==> src/rtl/ram_port_arbiter_pkg.sv <==
// ram_arb_pkg: shared state encoding and requester ids for the RAM port arbiter.
package ram_arb_pkg;
    typedef enum logic [1:0] {IDLE, OWN0, OWN1} state_t;
    localparam logic REQ_M0 = 1'b0;
    localparam logic REQ_M1 = 1'b1;
endpackage

==> src/rtl/ram_port_arbiter_if.sv <==
// ram_port_arbiter_if: requester handshakes plus RAM port-B signals for the arbiter.
interface ram_port_arbiter_if #(
    parameter int DATA_WIDTH = 16,
    parameter int ADDR_WIDTH = 10
);
    logic                  m0_req, m1_req;
    logic                  m0_we, m1_we;
    logic                  m0_lock, m1_lock;
    logic [ADDR_WIDTH-1:0] m0_addr, m1_addr;
    logic [DATA_WIDTH-1:0] m0_wdata, m1_wdata;
    logic                  m0_gnt, m1_gnt;
    logic                  m0_rvalid, m1_rvalid;
    logic [DATA_WIDTH-1:0] m0_rdata, m1_rdata;
    logic [ADDR_WIDTH-1:0] ram_addr;
    logic [DATA_WIDTH-1:0] ram_data;
    logic                  ram_we;
    logic [DATA_WIDTH-1:0] ram_q;

    modport master (
        output m0_req, m1_req, m0_we, m1_we, m0_lock, m1_lock,
        output m0_addr, m1_addr, m0_wdata, m1_wdata, ram_q,
        input  m0_gnt, m1_gnt, m0_rvalid, m1_rvalid, m0_rdata, m1_rdata,
        input  ram_addr, ram_data, ram_we
    );

    modport slave (
        input  m0_req, m1_req, m0_we, m1_we, m0_lock, m1_lock,
        input  m0_addr, m1_addr, m0_wdata, m1_wdata, ram_q,
        output m0_gnt, m1_gnt, m0_rvalid, m1_rvalid, m0_rdata, m1_rdata,
        output ram_addr, ram_data, ram_we
    );
endinterface

==> src/rtl/ram_port_arbiter_rr_pick2.sv <==
// rr_pick2: two-way round-robin chooser; on a tie the requester that was not last wins.
module rr_pick2 (
    input  logic [1:0] req,
    input  logic       last,
    input  logic [1:0] mask,
    output logic [1:0] gnt
);
    logic [1:0] elig;

    assign elig = req & mask;
    assign gnt  = &elig ? (last ? 2'b01 : 2'b10) : elig;
endmodule

==> src/rtl/ram_port_arbiter.sv <==
// ram_port_arbiter: shares one RAM port between m0 and m1 with round-robin and locked bursts.
module ram_port_arbiter
    import ram_arb_pkg::*;
#(
    parameter int DATA_WIDTH = 16,
    parameter int ADDR_WIDTH = 10,
    parameter int MAX_BURST  = 8
) (
    input logic           clk,
    input logic           reset,
    ram_port_arbiter_if.slave bus
);
    localparam int CW = $clog2(MAX_BURST + 1);

    state_t                state;
    logic                  last;
    logic [CW-1:0]         burst_cnt;
    logic [1:0]            pend, req, lock, we, mask, pick, gnt, rvalid;
    logic                  own_hit, burst_end, gid;
    logic [ADDR_WIDTH-1:0] addr_sel;
    logic [DATA_WIDTH-1:0] data_sel;

    assign req  = {bus.m1_req, bus.m0_req};
    assign lock = {bus.m1_lock, bus.m0_lock};
    assign we   = {bus.m1_we, bus.m0_we};

    // The owner is masked in alone only while it is still requesting.
    assign own_hit = (state == OWN0 && req[REQ_M0]) || (state == OWN1 && req[REQ_M1]);
    assign mask    = own_hit ? (state == OWN1 ? 2'b10 : 2'b01) : 2'b11;

    rr_pick2 u_pick (
        .req  (req),
        .last (last),
        .mask (mask),
        .gnt  (pick)
    );

    assign gnt       = reset ? 2'b00 : pick;
    assign gid       = gnt[REQ_M1];
    assign burst_end = !lock[gid] || (burst_cnt + CW'(1)) == CW'(MAX_BURST);

    always_ff @(posedge clk) begin
        if (reset) begin
            state     <= IDLE;
            last      <= 1'b1;
            burst_cnt <= '0;
            pend      <= '0;
        end else begin
            pend <= gnt & ~we;
            if (|gnt) last <= gid;
            if (own_hit) begin
                burst_cnt <= burst_cnt + CW'(1);
                if (burst_end) state <= IDLE;
            end else if (state == IDLE && |gnt && lock[gid] && MAX_BURST > 1) begin
                state     <= gid ? OWN1 : OWN0;
                burst_cnt <= CW'(1);
            end else begin
                state     <= IDLE;
                burst_cnt <= '0;
            end
        end
    end

    assign addr_sel     = gnt[REQ_M1] ? bus.m1_addr : bus.m0_addr;
    assign data_sel     = gnt[REQ_M1] ? bus.m1_wdata : bus.m0_wdata;
    assign bus.ram_addr = addr_sel;
    assign bus.ram_data = data_sel;
    assign bus.ram_we   = |(gnt & we);
    assign bus.m0_gnt   = gnt[REQ_M0];
    assign bus.m1_gnt   = gnt[REQ_M1];

    // A reset arriving while a read is outstanding suppresses its return.
    assign rvalid        = pend & {2{~reset}};
    assign bus.m0_rvalid = rvalid[REQ_M0];
    assign bus.m1_rvalid = rvalid[REQ_M1];
    assign bus.m0_rdata  = rvalid[REQ_M0] ? bus.ram_q : '0;
    assign bus.m1_rdata  = rvalid[REQ_M1] ? bus.ram_q : '0;
endmodule

==> src/flat_wrapper.sv <==
// flat-port wrapper written by rule: the top's interface ports become plain ports
module ram_port_arbiter_flat import ram_arb_pkg::*;
#(
    parameter int DATA_WIDTH = 16,
    parameter int ADDR_WIDTH = 10,
    parameter int MAX_BURST  = 8
)
  (clk, reset, bus_m0_req, bus_m1_req, bus_m0_we, bus_m1_we, bus_m0_lock, bus_m1_lock, bus_m0_addr, bus_m1_addr, bus_m0_wdata, bus_m1_wdata, bus_ram_q, bus_m0_gnt, bus_m1_gnt, bus_m0_rvalid, bus_m1_rvalid, bus_m0_rdata, bus_m1_rdata, bus_ram_addr, bus_ram_data, bus_ram_we);
  ram_port_arbiter_if #(.DATA_WIDTH(DATA_WIDTH), .ADDR_WIDTH(ADDR_WIDTH)) bus_i ();
  input logic clk;
  input logic reset;
  input wire logic [$bits(bus_i.m0_req)-1:0] bus_m0_req;
  input wire logic [$bits(bus_i.m1_req)-1:0] bus_m1_req;
  input wire logic [$bits(bus_i.m0_we)-1:0] bus_m0_we;
  input wire logic [$bits(bus_i.m1_we)-1:0] bus_m1_we;
  input wire logic [$bits(bus_i.m0_lock)-1:0] bus_m0_lock;
  input wire logic [$bits(bus_i.m1_lock)-1:0] bus_m1_lock;
  input wire logic [$bits(bus_i.m0_addr)-1:0] bus_m0_addr;
  input wire logic [$bits(bus_i.m1_addr)-1:0] bus_m1_addr;
  input wire logic [$bits(bus_i.m0_wdata)-1:0] bus_m0_wdata;
  input wire logic [$bits(bus_i.m1_wdata)-1:0] bus_m1_wdata;
  input wire logic [$bits(bus_i.ram_q)-1:0] bus_ram_q;
  output wire logic [$bits(bus_i.m0_gnt)-1:0] bus_m0_gnt;
  output wire logic [$bits(bus_i.m1_gnt)-1:0] bus_m1_gnt;
  output wire logic [$bits(bus_i.m0_rvalid)-1:0] bus_m0_rvalid;
  output wire logic [$bits(bus_i.m1_rvalid)-1:0] bus_m1_rvalid;
  output wire logic [$bits(bus_i.m0_rdata)-1:0] bus_m0_rdata;
  output wire logic [$bits(bus_i.m1_rdata)-1:0] bus_m1_rdata;
  output wire logic [$bits(bus_i.ram_addr)-1:0] bus_ram_addr;
  output wire logic [$bits(bus_i.ram_data)-1:0] bus_ram_data;
  output wire logic [$bits(bus_i.ram_we)-1:0] bus_ram_we;
  assign bus_i.m0_req = bus_m0_req;
  assign bus_i.m1_req = bus_m1_req;
  assign bus_i.m0_we = bus_m0_we;
  assign bus_i.m1_we = bus_m1_we;
  assign bus_i.m0_lock = bus_m0_lock;
  assign bus_i.m1_lock = bus_m1_lock;
  assign bus_i.m0_addr = bus_m0_addr;
  assign bus_i.m1_addr = bus_m1_addr;
  assign bus_i.m0_wdata = bus_m0_wdata;
  assign bus_i.m1_wdata = bus_m1_wdata;
  assign bus_i.ram_q = bus_ram_q;
  assign bus_m0_gnt = bus_i.m0_gnt;
  assign bus_m1_gnt = bus_i.m1_gnt;
  assign bus_m0_rvalid = bus_i.m0_rvalid;
  assign bus_m1_rvalid = bus_i.m1_rvalid;
  assign bus_m0_rdata = bus_i.m0_rdata;
  assign bus_m1_rdata = bus_i.m1_rdata;
  assign bus_ram_addr = bus_i.ram_addr;
  assign bus_ram_data = bus_i.ram_data;
  assign bus_ram_we = bus_i.ram_we;
  ram_port_arbiter #(.DATA_WIDTH(DATA_WIDTH), .ADDR_WIDTH(ADDR_WIDTH), .MAX_BURST(MAX_BURST)) u_core (.clk(clk), .reset(reset), .bus(bus_i));
endmodule
==> config.mk <==
export PLATFORM = sky130hd
export DESIGN_NAME = ram_port_arbiter_flat
export DESIGN_NICKNAME = d
export VERILOG_FILES = /design/src/rtl/ram_port_arbiter_pkg.sv /design/src/rtl/ram_port_arbiter_if.sv /design/src/rtl/ram_port_arbiter_rr_pick2.sv /design/src/rtl/ram_port_arbiter.sv /design/src/flat_wrapper.sv
export SDC_FILE = /design/constraint.sdc
export NUM_CORES = 1
export LEC_CHECK = 0
export ABC_CLOCK_PERIOD_IN_PS = 2400
export CAP_MARGIN = 20
export CORE_AREA = 10 10 67 83
export CTS_CLUSTER_DIAMETER = 50
export DETAILED_ROUTE_END_ITERATION = 8
export DIE_AREA = 0 0 77 93
export PLACE_DENSITY = 0.95
export SLEW_MARGIN = 20
export SYNTH_ARGS = -nofsm -noshare
export SYNTH_HDL_FRONTEND = slang
export SYNTH_SLANG_ARGS = --single-unit
==> constraint.sdc <==
create_clock -name clk -period 2.4 [get_ports clk]
set_input_delay 0.48 -clock clk [delete_from_list [all_inputs] [get_ports clk]]
set_output_delay 0.48 -clock clk [all_outputs]
set_load 0.01 [all_outputs]
==> metrics.csv, run 1 <==
stage,metric,value,unit
die,core region area,0.00400,mm^2
hold_path,Hold Path Stages,1,
grt,largest net degree at the start of global routing,18,
logic_synthesis,Synth top cells by count,"and2_1 (32), mux2_4 (25), dfxtp_1 (9)",
clock_tree,TritonCTS clock tree,yes,
critical_path,critical path startpoint category,input port,
place,post-placement cell count,318,
logic_synthesis,register area share after synthesis,16.7,%
layout,final instance area,0.00269,mm^2
die,initial core utilization,27.0,%
place,IO Port Bufs,138,
critical_path,R2R Setup Slk,0.56,ns
die,Die X,77,um
clock_tree,Clock Tree Buf Depth,2,
pwr,sw frac,26.5,%
sta,Tcrit/Tclk final,98.4,%
pwr,cell-internal power,532,uW
clock_tree,Clock transition at path regs,0.04,ns
logic_synthesis,most common cell in the netlist,and2_1,
route,routed length per instance,17.7,um
sta,Final Skew,0.00117,ns
logic_synthesis,Mapped Cells,116,
layout,FILL cells,291,
run_status,outcome,"complete, no violations",
layout,Layout area overhead,149,%
sta,final setup violation count,0,
place,DP Area,0.00261,mm^2
clock_tree,htree depth,1,
logic_synthesis,largest family of logic cells by synthesized area,multiplexers,
logic_synthesis,"Cell Area, Synth",0.00108,mm^2
clock_tree,clock sinks,9,
logic_synthesis,simple-gate share of the synthesized area,28.8,%
sta,RSZ-0062 raised after global routing,false,
layout,share of cells above drive strength 1,28.8,%
logic_synthesis,Yosys top cell by area,mux2_4,
critical_path,crit end category,output port,
pwr,clock power share,24.4,%
logic_synthesis,ys flop type,dfxtp_1,
place,Final Wtd Congestion,0.789,
clock_tree,Clock Latency Late Sink,0.23,ns
die,Die ar.,0.00716,mm^2
die,IO Count,139,
clock_tree,TritonCTS Buffers,3,
route,Via-to-Cell Ratio,4.56,
critical_path,CP Data Required Time,1.92,ns
grt,first-pass GRT wire length,8700,um
logic_synthesis,syn avg cell area,9.32,um^2
critical_path,kind of critical path,in2out,
logic_synthesis,mux cell area share after synthesis,35.8,%
logic_synthesis,Synth Area in Adders,1.16,%
logic_synthesis,Synth Area in Compound Gates,10.3,%
layout,Post-Layout Cell Count,327,
critical_path,worst-path fanout max,5,
die,Site Rows,26,
sta,Relative slew margins,74.7,%
layout,Antenna Cells,0,
logic_synthesis,Synth Register Bits,9,
critical_path,WP data arrival,1.88,ns
pwr,total power per unit cell area,269,mW/mm^2
layout,nets,349,
grt,grt total ovfl,0,
logic_synthesis,Synth area leaders,"mux2_4 (35%), and2_1 (19%), dfxtp_1 (17%), buf_6 (3.1%), nor2_1 (2.4%)",
flow_run,Maximum Capacitance Violations,0,
clock_tree,CTS Hold Bufs,0,
grt,vias in the first global route,1660,
route,DRT Pass-1 Iters,4,
sta,post-layout minimum cycle time,2.36,ns
pwr,Leak,0.00123,uW
logic_synthesis,Post-Syn Nets,193,
logic_synthesis,"Warnings, synthesis",0,
sta,Worst-Margin Slew,0.378,ns
logic_synthesis,Synth cell types,31,
pwr,maximum vdd drop,0.203,mV
critical_path,reg2reg path depth,6,
logic_synthesis,number of synthesized flops with an enable pin,0,
grt,Total GRT Usage,15.2,%
sta,Final Hold Viols,0,
route,Starting DRT DRC Count,19,
route,remaining antenna violation count,0,
clock_tree,CTS root buffer,clkbuf_8,
pwr,switching power,192,uW
place,DP HPWL,4990,um
logic_synthesis,top cell type's share of synthesized area,34.7,%
route,total length of routed wires,5780,um
die,die outline height,93,um
sta,Fmax achieved,423,MHz
route,total number of vias,1491,
route,DR DRC count,0,
logic_synthesis,Post-synth ARST share,0,%
pwr,Seq pwr share,22.3,%
pwr,Comb pwr share,53.3,%
sta,max-slew violation count,0,
grt,number of antenna violations at the first check in global routing,0,
logic_synthesis,xor and xnor area share after synthesis,2.43,%
hold_path,Hold/Removal Path Class,reg2reg,
==> path summary, 6_finish.rpt <==
path	from	end
max reg2reg	u_core.state[0]$_SDFFE_PP0P_	u_core.state[1]$_SDFFE_PP0P_
min	u_core.burst_cnt[0]$_SDFF_PP0_	u_core.burst_cnt[0]$_SDFF_PP0_
max	reset	bus_m0_gnt
min reg2reg	u_core.burst_cnt[0]$_SDFF_PP0_	u_core.burst_cnt[0]$_SDFF_PP0_
==> placed cells by master, fill, tap and decap left out, drive strengths merged, types with 2 or more instances in the layout <==
master | synthesis | final
dlymetal6s2s | 0 | 5
xor2 | 2 | 2
nor2 | 7 | 7
and2 | 32 | 32
clkdlybuf4s50 | 0 | 102
buf | 3 | 44
nor2b | 4 | 4
dfxtp | 9 | 9
inv | 3 | 3
a21oi | 2 | 2
clkbuf | 2 | 4
nand3 | 3 | 3
o21ai | 2 | 2
mux2 | 26 | 26
dlygate4sd2 | 0 | 4
nand2 | 5 | 5
==> area by class of cell <==
type	count	area, um^2	share of cell area (%)
Clock buffer	4	45.0	1.68
Timing Repair Buffer	156	1530	56.8
Tap cell	56	70.1	2.61
Sequential cell	9	180	6.70
Multi-Input combinational cell	99	856	31.8
Inverter	3	11.3	0.419
==> critical path, cell delays in order <==
cell and delay (ns):
dlygate4sd2_1 0.24, buf_4 0.15, nand2b_1 0.17, a21oi_2 0.17, buf_4 0.14, clkdlybuf4s50_1 0.53
==> flip-flops by register name, indices dropped and copies added (netlist names) <==
register and cells:
u_core.burst_cnt 4, u_core.last 1, u_core.pend 2, u_core.state 2
==> per-stage QoR <==
stage          setup TNS (ns)  utilization [%]  power, uW  hold slack [ns]  setup slack [ns]
3_3_place_gp           -15.56             65.3        542            0.465            -0.445
2_1_floorplan               0                -        300            0.441             0.500
5_1_grt                     0             67.2        762            0.525          0.000922
6_report                    0             67.2        724            0.481            0.0384
4_1_cts                     0             66.5        728            0.488            0.0316
3_5_place_dp           -16.59             65.3        554            0.482            -0.490
==> logic make-up after synthesis <==
kind of cell | Yosys count
simple gates | 55
fa+ha+maj | 1
buf+inv | 8
mux | 26
flops | 9
xor+xnor | 3
compound gates | 14
==> routing by layer <==
layer  vias up  track usage [%]  part of all wire (%)
met2       131             26.2                    46
met4         0             6.55                   2.9
met3        11             10.5                    16
li1        714                -                     -
met5         -                0                     0
met1       635             13.7                    35
==> power by group through the flow <==
stage | clock network (uW) | registers [uW] | logic, uW
2_1_floorplan | 0 | 163 | 137
3_3_place_gp | 0 | 163 | 379
3_5_place_dp | 0 | 164 | 390
4_1_cts | 181 | 161 | 386
5_1_grt | 190 | 162 | 410
6_report | 177 | 161 | 386
==> what timing repair did <==
action,4_1_cts,5_1_grt
cloned,2,0
setup buffers,3,0
gates resized for setup,123,9
pin swaps,1,1
setup endpoints to repair,62,13
Power figures use the tool's default switching activity.
==> inputs of run 2 (changes only) <==
--- a/config.mk
+++ b/config.mk
@@ -7,11 +7,11 @@
 export LEC_CHECK = 0
 export ABC_CLOCK_PERIOD_IN_PS = 2400
 export CAP_MARGIN = 20
-export CORE_AREA = 10 10 67 83
+export CORE_AREA = 10 10 70 87
 export CTS_CLUSTER_DIAMETER = 50
 export DETAILED_ROUTE_END_ITERATION = 8
-export DIE_AREA = 0 0 77 93
-export PLACE_DENSITY = 0.95
+export DIE_AREA = 0 0 80 97
+export PLACE_DENSITY = 0.9
 export SLEW_MARGIN = 20
 export SYNTH_ARGS = -nofsm -noshare
 export SYNTH_HDL_FRONTEND = slang
==> run 2 against run 1 <==
Clock skew rose by 0.0025 ns. Critical path depth rose by 1. Final cell count rose by 1.5%. Sequential share of layout area fell by 0.074 points. Count of clock-buffer cells in the layout did not move. Flip-flop and latch count did not move. Utilization fell by 4.9 points. Fmax fell by 0.44%. Die area rose by 8.4%. Clock power barely moved. Critical endpoint is now bus_ram_data[11]. Largest cell class unchanged. Largest power group unchanged.
==> metrics.csv, run 2 (same netlist as run 1, synthesis figures left out) <==
stage,metric,value,unit,change
run_status,outcome,"complete, no violations",,unchanged
layout,Antenna Cells,0,,unchanged
clock_tree,TritonCTS Buffers,3,,unchanged
layout,fin util,62.3,%,was 67.2%
sta,Final Skew,0.00364,ns,was 0.00117 ns
layout,Layout area overhead,153,%,was 149%
layout,nets,352,,was 349
route,Via-to-Cell Ratio,4.46,,was 4.56
clock_tree,Clock Latency Late Sink,0.24,ns,was 0.23 ns
clock_tree,clock sinks,9,,unchanged
clock_tree,CTS root buffer,clkbuf_8,,unchanged
layout,share of cells above drive strength 1,28.8,%,about the same
layout,Regs by FF count,"u_core.burst_cnt x4, u_core.pend x2, u_core.state x2",,unchanged
sta,Fmax achieved,422,MHz,was 423 MHz
layout,register area,181,um^2,was 180 um^2
hold_path,Hold Path Sink,u_core.burst_cnt[0]$_SDFF_PP0_,,unchanged
route,DRT Pass-1 Iters,4,,unchanged
critical_path,kind of critical path,in2out,,unchanged
hold_path,Hold Path Stages,1,,unchanged
sta,fin worst setup slack,0.0280,ns,was 0.0384 ns
critical_path,crit end category,output port,,unchanged
die,initial core utilization,24.6,%,was 27.0%
layout,"most common cell after layout, fill and taps aside",clkdlybuf4s50_1,,unchanged
route,total length of routed wires,5530,um,was 5780 um
sta,Final Hold Viols,0,,unchanged
layout,final instance area,0.00274,mm^2,was 0.00269 mm^2
die,core region area,0.00439,mm^2,was 0.00400 mm^2
pwr,total power per unit cell area,266,mW/mm^2,was 269 mW/mm^2
place,DP HPWL,4960,um,was 4990 um
critical_path,worst-path fanout max,6,,was 5
sta,final setup violation count,0,,unchanged
sta,Relative slew margins,74.6,%,was 74.7%
die,die outline height,97,um,was 93 um
route,DR DRC count,0,,unchanged
pwr,maximum vdd drop,0.156,mV,was 0.203 mV
die,Die ar.,0.00776,mm^2,was 0.00716 mm^2
sta,Fin Setup TNS,0,ns,unchanged
grt,largest net degree at the start of global routing,18,,unchanged
layout,most frequent cells in the layout,"clkdlybuf4s50_1 (106), and2_1 (32), mux2_4 (26)",,"was clkdlybuf4s50_1 (102), and2_1 (32), mux2_4 (26)"
route,routed length per instance,16.6,um,was 17.7 um
hold_path,hold_sp,u_core.burst_cnt[0]$_SDFF_PP0_,,unchanged
sta,Hold WS,0.484,ns,was 0.481 ns
die,IO Count,139,,unchanged
grt,Total GRT Usage,13.9,%,was 15.2%
clock_tree,htree depth,1,,unchanged
clock_tree,TritonCTS clock tree,yes,,unchanged
sta,max-slew violation count,0,,unchanged
critical_path,r2r startpoint,u_core.last$_SDFFE_PP1P_,,was u_core.state[0]$_SDFFE_PP0P_
route,remaining antenna violation count,0,,unchanged
die,Site Rows,27,,was 26
place,DP Area,0.00263,mm^2,was 0.00261 mm^2
clock_tree,Clock transition at path regs,0.04,ns,about the same
critical_path,RR Endpoint,u_core.state[1]$_SDFFE_PP0P_,,unchanged
pwr,Leak,0.00116,uW,was 0.00123 uW
place,DP Worst Slack,-0.491,ns,was -0.490 ns
route,Starting DRT DRC Count,56,,was 19
grt,number of antenna violations at the first check in global routing,0,,unchanged
layout,FILL cells,371,,was 291
die,Die X,80,um,was 77 um
critical_path,reg2reg path depth,5,,was 6
clock_tree,Clock Tree Buf Depth,2,,unchanged
sta,Tcrit/Tclk final,98.8,%,was 98.4%
route,total number of vias,1480,,"was 1,491"
sta,post-layout minimum cycle time,2.37,ns,was 2.36 ns
critical_path,R2R Setup Slk,0.87,ns,was 0.56 ns
grt,first-pass GRT wire length,8580,um,was 8700 um
place,Final Wtd Congestion,0.803,,was 0.789
layout,max FFs per register,4,,unchanged
layout,Biggest register,u_core.burst_cnt,,unchanged
place,IO Port Bufs,138,,unchanged
grt,vias in the first global route,1665,,"was 1,660"
critical_path,critical path startpoint category,input port,,unchanged
layout,multi-input logic area,857,um^2,was 856 um^2
flow_run,Maximum Capacitance Violations,0,,unchanged
critical_path,WP data arrival,1.89,ns,was 1.88 ns
hold_path,Hold/Removal Path Class,reg2reg,,unchanged
sta,Worst-Margin Slew,0.379,ns,was 0.378 ns
critical_path,CP Data Required Time,1.92,ns,about the same
grt,grt total ovfl,0,,unchanged
-- run 2: per-stage QoR --
stage	instances	power, uW
floorplan	116	300
global placement	322	549
finish	332	728
CTS	332	735
global route	332	772
detailed placement	322	555
-- run 2: worst max path at each step --
stage / startpoint / to / slack [ns]
floorplan: reset / bus_ram_addr[0] / 0.50
CTS: bus_m0_req / bus_ram_data[10] / -0.001
detailed placement: bus_m0_req / bus_ram_data[6] / -0.49
finish: bus_m0_req / bus_ram_data[11] / 0.03
global placement: bus_m0_req / bus_ram_data[2] / -0.47
global route: bus_m0_req / bus_ram_data[12] / -0.01
-- run 2: worst max-delay path, stage by stage --
cell and delay (ns):
clkdlybuf4s15_1 0.23, inv_2 0.06, o311a_4 0.41, buf_12 0.15
buf_16 0.13, mux2_4 0.29, buf_2 0.14
-- run 2: metal layers --
metal  track usage, %  share of wire [%]  wire [um]
met4             5.27                1.6         91
met1             13.2                 35       1940
met2             22.6                 45       2470
met5                0                  0          0
met3             9.80                 19       1030
-- run 2: timing repair --
item / in CTS / in global routing
endpoints found under the setup margin: 61 / 35
endpoints found under the hold margin: 0 / 0
hold buffers: 0 / 0
pin swaps: 1 / 1
cloned: 2 / 0
gates resized for setup: 108 / 7
setup buffers: 4 / 0
-- run 2: where the power goes --
group,switching [uW],internal (uW),total [uW]
registers,5.91,156,162
clock network,61.6,116,177
logic,124,265,388
total,191,537,728
-- run 2: final cells by class --
type | count | area share (%)
repair buffers | 159 | 57.3
multi-input cells | 99 | 31.3
flip-flops and latches | 9 | 6.63
well taps | 58 | 2.65
clock buffers | 4 | 1.65
inverters | 3 | 0.412
==> inputs of run 3 (changes only) <==
--- a/config.mk
+++ b/config.mk
@@ -12,7 +12,7 @@
 export DETAILED_ROUTE_END_ITERATION = 8
 export DIE_AREA = 0 0 80 97
 export PLACE_DENSITY = 0.9
-export SLEW_MARGIN = 20
+export SKIP_LAST_GASP = 1
 export SYNTH_ARGS = -nofsm -noshare
 export SYNTH_HDL_FRONTEND = slang
 export SYNTH_SLANG_ARGS = --single-unit
==> constraint.sdc (replaced) <==
create_clock -name clk -period 2.4 [get_ports clk]
set_input_delay 0.6 -clock clk [delete_from_list [all_inputs] [get_ports clk]]
set_output_delay 0.6 -clock clk [all_outputs]
set_load 0.01 [all_outputs]
==> run 3 against run 2 <==
The flow now finishes with violations (setup timing). First-iteration DRC count fell by 21%. Clock skew down 0.0035 ns. Global-route usage increased by 0.18 points. Largest cell class unchanged. Critical path depth is the same. Critical endpoint is now bus_ram_addr[5]. Flip-flop and latch count is the same. Register-to-register slack worse by 0.19 ns.
==> metrics.csv, run 3 (same netlist as run 1, synthesis figures left out) <==
stage,metric,value,unit,change
sta,fin worst setup slack,-0.0103,ns,was 0.0280 ns
pwr,total power per unit cell area,265,mW/mm^2,was 266 mW/mm^2
critical_path,worst-path fanout max,7,,was 6
sta,Hold WS,0.475,ns,was 0.484 ns
sta,Relative slew margins,73.5,%,was 74.6%
sta,Fin Setup TNS,-0.0541,ns,was 0 ns
die,core region area,0.00439,mm^2,unchanged
pwr,maximum vdd drop,0.178,mV,was 0.156 mV
layout,final instance area,0.00279,mm^2,was 0.00274 mm^2
route,DR DRC count,0,,unchanged
pwr,cell-internal power,548,uW,was 537 uW
grt,grt total ovfl,0,,unchanged
layout,nets,355,,was 352
route,routed length per instance,16.9,um,was 16.6 um
route,DRT Pass-1 Iters,4,,unchanged
die,initial core utilization,24.6,%,unchanged
clock_tree,TritonCTS Buffers,3,,unchanged
sta,Final Skew,0.000168,ns,was 0.00364 ns
layout,Antenna Cells,0,,unchanged
critical_path,critical path startpoint category,input port,,unchanged
route,total length of routed wires,5670,um,was 5530 um
pwr,clock power share,23.2,%,was 24.4%
sta,Final Hold Viols,0,,unchanged
run_status,outcome,"finished, violations left",,"was complete, no violations"
critical_path,crit end category,output port,,unchanged
layout,Layout area overhead,158,%,was 153%
sta,Tcrit/Tclk final,100,%,was 98.8%
layout,Regs by FF count,"u_core.burst_cnt x4, u_core.pend x2, u_core.state x2",,unchanged
die,IO Count,139,,unchanged
grt,number of antenna violations at the first check in global routing,0,,unchanged
clock_tree,clock sinks,9,,unchanged
die,Die ar.,0.00776,mm^2,unchanged
clock_tree,Clock Latency Late Sink,0.23,ns,was 0.24 ns
pwr,switching power,192,uW,was 191 uW
clock_tree,TritonCTS clock tree,yes,,unchanged
grt,first-pass GRT wire length,8740,um,was 8580 um
pwr,Seq pwr share,21.9,%,was 22.3%
place,DP HPWL,4950,um,was 4960 um
sta,max-slew violation count,0,,unchanged
layout,share of cells above drive strength 1,32.9,%,was 28.8%
route,total number of vias,1476,,"was 1,480"
pwr,sw frac,25.9,%,was 26.3%
clock_tree,Clock transition at path regs,0.04,ns,about the same
route,Via-to-Cell Ratio,4.41,,was 4.46
die,Site Rows,27,,unchanged
sta,RSZ-0062 raised after global routing,true,,
route,remaining antenna violation count,0,,unchanged
sta,Fmax achieved,415,MHz,was 422 MHz
die,Die X,80,um,unchanged
sta,post-layout minimum cycle time,2.41,ns,was 2.37 ns
grt,Total GRT Usage,14.1,%,was 13.9%
clock_tree,Clock Tree Buf Depth,2,,unchanged
sta,Worst-Margin Slew,0.395,ns,was 0.379 ns
clock_tree,htree depth,1,,unchanged
grt,largest net degree at the start of global routing,10,,was 18
layout,Biggest register,u_core.burst_cnt,,unchanged
layout,max FFs per register,4,,unchanged
pwr,Tot Pwr,739,uW,was 728 uW
place,Final Wtd Congestion,0.797,,was 0.803
layout,most frequent cells in the layout,"clkdlybuf4s50_1 (74), and2_1 (32), mux2_4 (26)",,"was clkdlybuf4s50_1 (106), and2_1 (32), mux2_4 (26)"
critical_path,CP Data Required Time,1.80,ns,was 1.92 ns
run_status,failing checks,setup timing,,
hold_path,Hold/Removal Path Class,reg2reg,,unchanged
die,die outline height,97,um,unchanged
flow_run,Maximum Capacitance Violations,0,,unchanged
route,Starting DRT DRC Count,44,,was 56
pwr,Leak,0.00149,uW,was 0.00116 uW
pwr,Comb pwr share,54.9,%,was 53.3%
critical_path,WP data arrival,1.81,ns,was 1.89 ns
critical_path,kind of critical path,in2out,,unchanged
sta,final setup violation count,11,,was 0
place,DP Area,0.00263,mm^2,about the same
grt,vias in the first global route,1647,,"was 1,665"
place,IO Port Bufs,138,,unchanged
layout,"most common cell after layout, fill and taps aside",clkdlybuf4s50_1,,unchanged
clock_tree,CTS root buffer,clkbuf_8,,unchanged
run 3: changes by cell type in the layout (fill, tap and decap cells not counted), moves of 4 or more:
cell / change
clkdlybuf4s50_1: -32
dlygate4sd2_1: +19
buf_6: +14
dlymetal6s2s_1: +11
clkdlybuf4s15_2: -5
buf_2: -4
clkdlybuf4s15_1: -4
run 3: path summary, 6_finish.rpt:
| path | from | endpoint | slack [ns] | cells after the start |
|---|---|---|---|---|
| min | u_core.burst_cnt[0]$_SDFF_PP0_ | u_core.burst_cnt[0]$_SDFF_PP0_ | 0.47 | 1 |
| max reg2reg | u_core.state[0]$_SDFFE_PP0P_ | u_core.burst_cnt[0]$_SDFF_PP0_ | 0.68 | 7 |
| max | reset | bus_ram_addr[5] | -0.01 | 7 |
| min reg2reg | u_core.burst_cnt[0]$_SDFF_PP0_ | u_core.burst_cnt[0]$_SDFF_PP0_ | 0.47 | 1 |
run 3: repair_timing:
item	4_1_cts	5_1_grt
endpoints found under the setup margin	63	37
pin swaps	1	1
endpoints found under the hold margin	0	0
buffers inserted	5	0
resized for setup	175	25
gates cloned	3	0
hold buffers	0	0
run 3: power groups by stage:
| stage | Combinational [uW] | Sequential (uW) | Clock, uW |
|---|---|---|---|
| CTS | 396 | 162 | 177 |
| finish | 406 | 162 | 172 |
| floorplan | 137 | 163 | 0 |
| global placement | 385 | 163 | 0 |
| detailed placement | 391 | 164 | 0 |
| global route | 437 | 163 | 186 |
run 3: stage by stage:
stage / setup WS, ns / util [%] / cells
6_report: -0.0103 / 63.6 / 335
5_1_grt: -0.0442 / 63.6 / 335
4_1_cts: -0.00356 / 61.8 / 335
3_5_place_dp: -0.748 / 59.8 / 323
3_3_place_gp: -0.740 / 59.8 / 323
2_1_floorplan: 0.260 / - / 116
run 3: metal layers:
metal  track usage [%]  wire length (um)
met3              9.98              1040
met5                 0                 0
met1              13.9              2000
met2              22.7              2560
met4              4.46                75
run 3: area by class of cell:
| type | instances | area (um^2) |
|---|---|---|
| repair buffers | 162 | 1610 |
| fillers | 364 | 1600 |
| multi-input cells | 99 | 868 |
| flip-flops and latches | 9 | 183 |
| well taps | 58 | 72.6 |
| clock buffers | 4 | 45.0 |
| inverters | 3 | 11.3 |
run 3: worst max-delay path, cell delays in order:
cell and delay [ns]:
buf_6 0.09, and2b_2 0.22, o311a_4 0.21, buf_12 0.13, buf_12 0.12, mux2_4 0.30, buf_6 0.12
